<file path="config.mk">
export PLATFORM = sky130hd
export DESIGN_NAME = sim_status_unit
export DESIGN_NICKNAME = d
export VERILOG_FILES = /design/src/rtl/sim_status_pkg.sv /design/src/rtl/store_log_fifo.sv /design/src/rtl/sim_status_unit.sv
export SDC_FILE = /design/constraint.sdc
export NUM_CORES = 1
export LEC_CHECK = 0
export BUFFER_PORTS_ARGS = -buffer_cell sky130_fd_sc_hd__buf_2
export CORE_ASPECT_RATIO = 0.75
export CORE_MARGIN = 4
export CORE_UTILIZATION = 50
export DETAILED_ROUTE_END_ITERATION = 8
export PLACE_DENSITY = 0.69
export SLEW_MARGIN = 5
export SYNTH_ARGS = -nofsm -noshare
export SYNTH_HDL_FRONTEND = slang
export SYNTH_SLANG_ARGS = --single-unit
</file>
<file path="constraint.sdc">
create_clock -name clk -period 12.27 [get_ports clk]
set_clock_uncertainty 0.2 [all_clocks]
set_input_delay 0 -clock clk [delete_from_list [all_inputs] [get_ports clk]]
set_output_delay 0 -clock clk [all_outputs]
set_load 0.03 [all_outputs]
</file>
<file path="src/rtl/sim_status_pkg.sv">
// Shared types for the simulation-status / store-trace unit.
package sim_status_pkg;

  typedef enum logic [1:0] {
    ST_RUN     = 2'd0,
    ST_PASS    = 2'd1,
    ST_FAIL    = 2'd2,
    ST_TIMEOUT = 2'd3
  } sim_state_t;

  localparam logic [63:0] TOHOST_PASS = 64'd1;

  typedef struct packed {
    logic [60:0] addr;
    logic [63:0] data;
  } log_entry_t;

endpackage

</file>
<file path="src/rtl/store_log_fifo.sv">
// Show-ahead synchronous FIFO of store-log entries; a push is accepted at full when a pop frees a slot.
module store_log_fifo
  import sim_status_pkg::*;
#(
  parameter int DEPTH = 8
) (
  input  logic       clk,
  input  logic       rst,
  input  logic       push_i,
  input  log_entry_t push_entry_i,
  input  logic       pop_i,
  output log_entry_t head_o,
  output logic       valid_o,
  output logic       full_o
);

  localparam int AW = $clog2(DEPTH);
  localparam logic [AW:0] FULL_CNT = (AW+1)'(DEPTH);

  log_entry_t     mem_q [DEPTH];
  logic [AW-1:0]  wr_ptr_q, rd_ptr_q;
  logic [AW:0]    cnt_q;
  logic           pop_ok, push_ok;

  assign valid_o = (cnt_q != '0);
  assign full_o  = (cnt_q == FULL_CNT);
  assign pop_ok  = pop_i && valid_o;
  assign push_ok = push_i && (!full_o || pop_ok);
  // Head is masked so the data outputs read zero while empty.
  assign head_o  = valid_o ? mem_q[rd_ptr_q] : '0;

  always_ff @(posedge clk) begin
    if (rst) begin
      wr_ptr_q <= '0;
      rd_ptr_q <= '0;
      cnt_q    <= '0;
    end else begin
      if (push_ok) wr_ptr_q <= wr_ptr_q + 1'b1;
      if (pop_ok)  rd_ptr_q <= rd_ptr_q + 1'b1;
      case ({push_ok, pop_ok})
        2'b10:   cnt_q <= cnt_q + 1'b1;
        2'b01:   cnt_q <= cnt_q - 1'b1;
        default: cnt_q <= cnt_q;
      endcase
    end
  end

  always_ff @(posedge clk) begin
    if (push_ok) mem_q[wr_ptr_q] <= push_entry_i;
  end

endmodule

</file>
<file path="src/rtl/sim_status_unit.sv">
// Snoops M-stage stores: tohost pass/fail decode, cycle watchdog and a store-trace FIFO.
module sim_status_unit
  import sim_status_pkg::*;
#(
  parameter logic [63:0] TOHOST_ADDR    = 64'h0000_0000_0000_1000,
  parameter int          TIMEOUT_CYCLES = 10000,
  parameter int          LOG_DEPTH      = 8
) (
  input  logic        clk,
  input  logic        rst,
  input  logic        mem_write_i,
  input  logic [63:0] mem_addr_i,
  input  logic [63:0] mem_wdata_i,
  input  logic        log_pop_i,
  output logic        log_valid_o,
  output logic [60:0] log_addr_o,
  output logic [63:0] log_data_o,
  output logic        log_overflow_o,
  output logic [31:0] store_count_o,
  output logic [31:0] cycle_count_o,
  output logic        done_o,
  output logic        pass_o,
  output logic        timeout_o,
  output logic [62:0] fail_code_o
);

  localparam logic [31:0] TO_LAST = 32'(TIMEOUT_CYCLES - 1);

  sim_state_t  st_q, st_d;
  logic [31:0] cycle_q, store_cnt_q;
  logic        ovf_q;
  logic [62:0] fail_code_q, fail_code_d;
  logic        run, addr_hit, tohost_hit, ord_store, fifo_full, drop;
  log_entry_t  push_entry, head;
  logic        unused_addr_lsb;

  // Byte offset within the doubleword is irrelevant to both decode and log.
  assign unused_addr_lsb = ^mem_addr_i[2:0];

  assign run        = (st_q == ST_RUN);
  assign addr_hit   = (mem_addr_i[63:3] == TOHOST_ADDR[63:3]);
  assign tohost_hit = run && mem_write_i && addr_hit;
  assign ord_store  = run && mem_write_i && !addr_hit;
  assign drop       = ord_store && fifo_full && !(log_pop_i && log_valid_o);
  assign push_entry = '{addr: mem_addr_i[63:3], data: mem_wdata_i};

  always_comb begin
    st_d        = st_q;
    fail_code_d = fail_code_q;
    if (tohost_hit) begin
      if (mem_wdata_i == TOHOST_PASS) begin
        st_d = ST_PASS;
      end else if (mem_wdata_i != 64'd0) begin
        st_d        = ST_FAIL;
        fail_code_d = mem_wdata_i[63:1];
      end
    end
    // A real tohost verdict in the final cycle beats the watchdog.
    if (run && (cycle_q == TO_LAST) && (st_d == ST_RUN)) st_d = ST_TIMEOUT;
  end

  always_ff @(posedge clk) begin
    if (rst) begin
      st_q        <= ST_RUN;
      cycle_q     <= '0;
      store_cnt_q <= '0;
      ovf_q       <= 1'b0;
      fail_code_q <= '0;
    end else begin
      st_q        <= st_d;
      fail_code_q <= fail_code_d;
      if (run)       cycle_q     <= cycle_q + 1'b1;
      if (ord_store) store_cnt_q <= store_cnt_q + 1'b1;
      if (drop)      ovf_q       <= 1'b1;
    end
  end

  store_log_fifo #(.DEPTH(LOG_DEPTH)) u_log (
    .clk         (clk),
    .rst         (rst),
    .push_i      (ord_store),
    .push_entry_i(push_entry),
    .pop_i       (log_pop_i),
    .head_o      (head),
    .valid_o     (log_valid_o),
    .full_o      (fifo_full)
  );

  assign log_addr_o     = head.addr;
  assign log_data_o     = head.data;
  assign log_overflow_o = ovf_q;
  assign store_count_o  = store_cnt_q;
  assign cycle_count_o  = cycle_q;
  assign done_o         = !run;
  assign pass_o         = (st_q == ST_PASS);
  assign timeout_o      = (st_q == ST_TIMEOUT);
  assign fail_code_o    = fail_code_q;

endmodule

</file>
==> results.txt <==
----------------------------------------------------
[Timing]
  Relative max-transition margin ... 23.1%
  Fraction of the cycle the final worst path needs ... 39.4%
  Fin. max-slew vios ... 0
  Worst Setup Slack, final ... 7.44 ns
  Setup TNS ... 0 ns
  Final hold violation count ... 0
  Finish-stage setup viols ... 0
  Final Critical Period ... 4.83 ns
  Slew at the pin closest to its max-slew limit ... 1.15 ns
  F_max ... 207 MHz
  Setup repair after global routing missed its margin ... no

[Synthesis]
  Count of cell types in the netlist ... 74
  Cells after Synth ... 2,390
  Number of warnings reported in the yosys synthesis log ... 0
  Syn Nets ... 2,529
  Share of synthesized registers carrying an async set or reset ... 0%
  Seq cells post-synth ... 1,143
  Synth Area per Inst ... 18.6 um2
  Most used flip-flop cell after synthesis ... edfxtp_1
  Combined area of all synthesized cells ... 0.0445 mm2
  Number of flops mapped to enable cells by yosys ... 1,000
  Seq/Total Area, Yosys ... 73.9%

[CTS]
  Post-CTS Setup Inserts ... 0
  CTS tree ... yes
  CTS H-tree lvls ... 3
  Register clock-pin slew on the reported worst setup and hold paths ... 0.06 ns
  CTS sink count ... 1,143
  Number of hold buffers added after cts ... 238
  Gates resized, CTS repair ... 0
  Inserted Clock Buffers ... 108
  Root buffer selected by CTS ... clkbuf_16
  Clk_lat worst skew ... 0.67 ns
  Clock buffer depth ... 3

[Route]
  Uppermost layer routed ... met4
  Number of nets still failing antenna checks after routing ... 0
  Final routed wire length divided by cell count ... 26.2 um
  Number of iterations in the first detailed-routing pass ... 5
  Detailed-route via count ... 25,600
  Vias per cell ... 6.01
  Met2 wirelength from detailed routing ... 54,000 um
  Routed length on met3 ... 8610 um
  Routed WL ... 112,000 um
  Number of DRC markers after the initial detailed-route iteration ... 2,483
  Metal1 wirelength ... 45,900 um
  DRC viols ... 0

[Setup path]
  Maximum fanout along the worst path ... 53
  Required arrival time at the worst endpoint ... 12.07 ns
  Critical-path cell with the highest stage delay ... buf_4
  Total number of cells along the worst setup path ... 6
  Most common cell on crit path ... buf_4
  Worst setup path endpoint ... log_addr_o[52]
  Buffering stage count on the worst path with inverters included ... 3
  Worst reg2reg path depth ... 6
  Worst reg2reg path endpoint ... u_log.mem_q[5][49]
  Worst Path Arrival ... 4.63 ns
  Ordered list of cells on the worst path ... buf_4 > buf_4 > mux4_2 > mux2i_1 > nor2_1 > buf_2
  Reg-to-Reg Start ... st_q[1]
  Worst setup path category ... reg -> out
  CP max stage delay ... 0.95 ns
  Setup crit start kind ... flip-flop
  Cell class contributing the biggest share of worst-path delay ... buffers and inverters
  Reg2reg setup slack ... 7.48 ns
  Nature of the critical path endpoint ... primary output

[Floorplanning]
  Core region area ... 0.0880 mm2
  Area of the die ... 0.0939 mm2
  I/O Pins ... 389
  Vertical die dimension ... 266 um
  Die X-Extent ... 353 um
  Effective utilization at floorplan ... 50.6%
  Row count ... 94

[Global routing]
  Largest net degree at the start of global routing ... 127
  Number of global-route vias before repair ... 26,800
  Tot GR Track Use ... 23.6%
  GRT overflow ... 0
  Antenna violations before repair ... 3
  Global-route wire length before repair ... 168,000 um

[Outcome]
  Run status ... finished clean

[Pwr]
  Total power per unit cell area ... 192 mW/mm2
  Static Leakage ... 0.0175 uW
  Maximum resistive drop on vdd ... 0.333 mV

[Finish]
  Most common cell after layout, fill and taps aside ... edfxtp_1
  Post-synthesis to final-layout area growth ... 20.3%
  Commonest non-fill, non-tap cells in the layout ... edfxtp_1, buf_2, mux4_2
  Proportion of layout cells with a drive suffix above 1 ... 28.6%
  Fillers ... 6,256
  Number of nets in the layout ... 3,163

[Placed design]
  IO Port Bufs ... 385
  Detailed Place HPWL ... 61,600 um
  Final weighted congestion of routability-driven global placement ... 0.855
  Post-place setup slack ... 7.38 ns

[Job]
  Max-cap violation count ... 0

[Worst hold path]
  Path class of the lowest-slack min-delay path ... in -> reg

----------------------------------------------------
## where the power goes
part / internal (uW) / switching, uW
registers: 4340 / 80.5
clock network: 1820 / 1420
logic: 951 / 1670
## cell type report
cell class / count / area, um2 / area share [%]
diodes: 2 / 5.00 / 0.00934
clock buffers: 146 / 3020 / 5.64
clock inverters: 51 / 433 / 0.808
inverters: 15 / 56.3 / 0.105
multi-input cells: 1098 / 11100 / 20.7
flip-flops and latches: 1143 / 32900 / 61.4
well taps: 1152 / 1440 / 2.69
repair buffers: 658 / 4610 / 8.61
## state kept, by name, indices dropped and copies added, names as in the netlist, named ones only
signal and count:
fail_code_o 63, log_overflow_o 1, u_log.cnt_q 4, cycle_count_o 32
u_log.mem_q 1000, u_log.rd_ptr_q 3, st_q 2, store_count_o 32
u_log.wr_ptr_q 3
## per-layer routing
layer | vias up | global-route usage [%]
met3 | 221 | 4.72
met2 | 1182 | 38.0
li1 | 10900 | -
met1 | 13300 | 33.1
met5 | - | 0
met4 | 0 | 7.16
## logic make-up after synthesis
family | count (synthesis) | synth area share [%]
buffers and inverters | 149 | 1.41
AND/OR/NAND/NOR | 463 | 5.38
multiplexers | 380 | 15.6
adder cells (fa/ha/maj) | 7 | 0.214
XOR/XNOR | 39 | 0.767
AO/OA/AOI/OAI | 209 | 2.77
flip-flops | 1143 | 73.9
## Yosys cell counts (15+ instances only)
| cell type | count | area (um2) |
|---|---|---|
| edfxtp_1 | 1000 | 30000 |
| nor4_1 | 40 | 250 |
| nand2_1 | 30 | 113 |
| nand4_1 | 20 | 125 |
| inv_1 | 15 | 56.3 |
| clkbuf_1 | 78 | 293 |
| nor2_1 | 190 | 713 |
| xor2_1 | 21 | 184 |
| a21oi_1 | 88 | 440 |
| dfxtp_1 | 143 | 2860 |
| nand3_1 | 92 | 460 |
| o21ai_0 | 69 | 345 |
| buf_1 | 42 | 158 |
| mux4_2 | 250 | 5630 |
| xnor2_1 | 18 | 158 |
| mux2i_1 | 125 | 1250 |
## how the worst min path moves through the flow
stage	start	end	slack, ns	depth (start not counted)
2_1_floorplan	mem_wdata_i[0]	u_log.mem_q[0][0]	-0.10	0
3_3_place_gp	mem_addr_i[8]	u_log.mem_q[6][69]	0.07	1
3_5_place_dp	mem_addr_i[50]	u_log.mem_q[6][111]	0.09	1
4_1_cts	mem_addr_i[34]	u_log.mem_q[2][95]	0.0002	2
5_1_grt	mem_addr_i[34]	u_log.mem_q[7][95]	0.001	2
6_report	mem_addr_i[34]	u_log.mem_q[0][95]	0.03	2
## per-stage QoR
step	cell area (um2)	cells	total power [uW]	util, %	hold slack (ns)
finish	53600	4265	10300	60.9	0.0349
global route	53600	4265	10700	60.9	0.00126
CTS	53600	4263	10400	60.9	0.000217
detailed placement	47700	3828	7110	54.2	0.0946
global placement	47700	3828	7080	54.2	0.0742
floorplan	44500	2390	6290	-	-0.101
(Power assumes the default switching activity.)
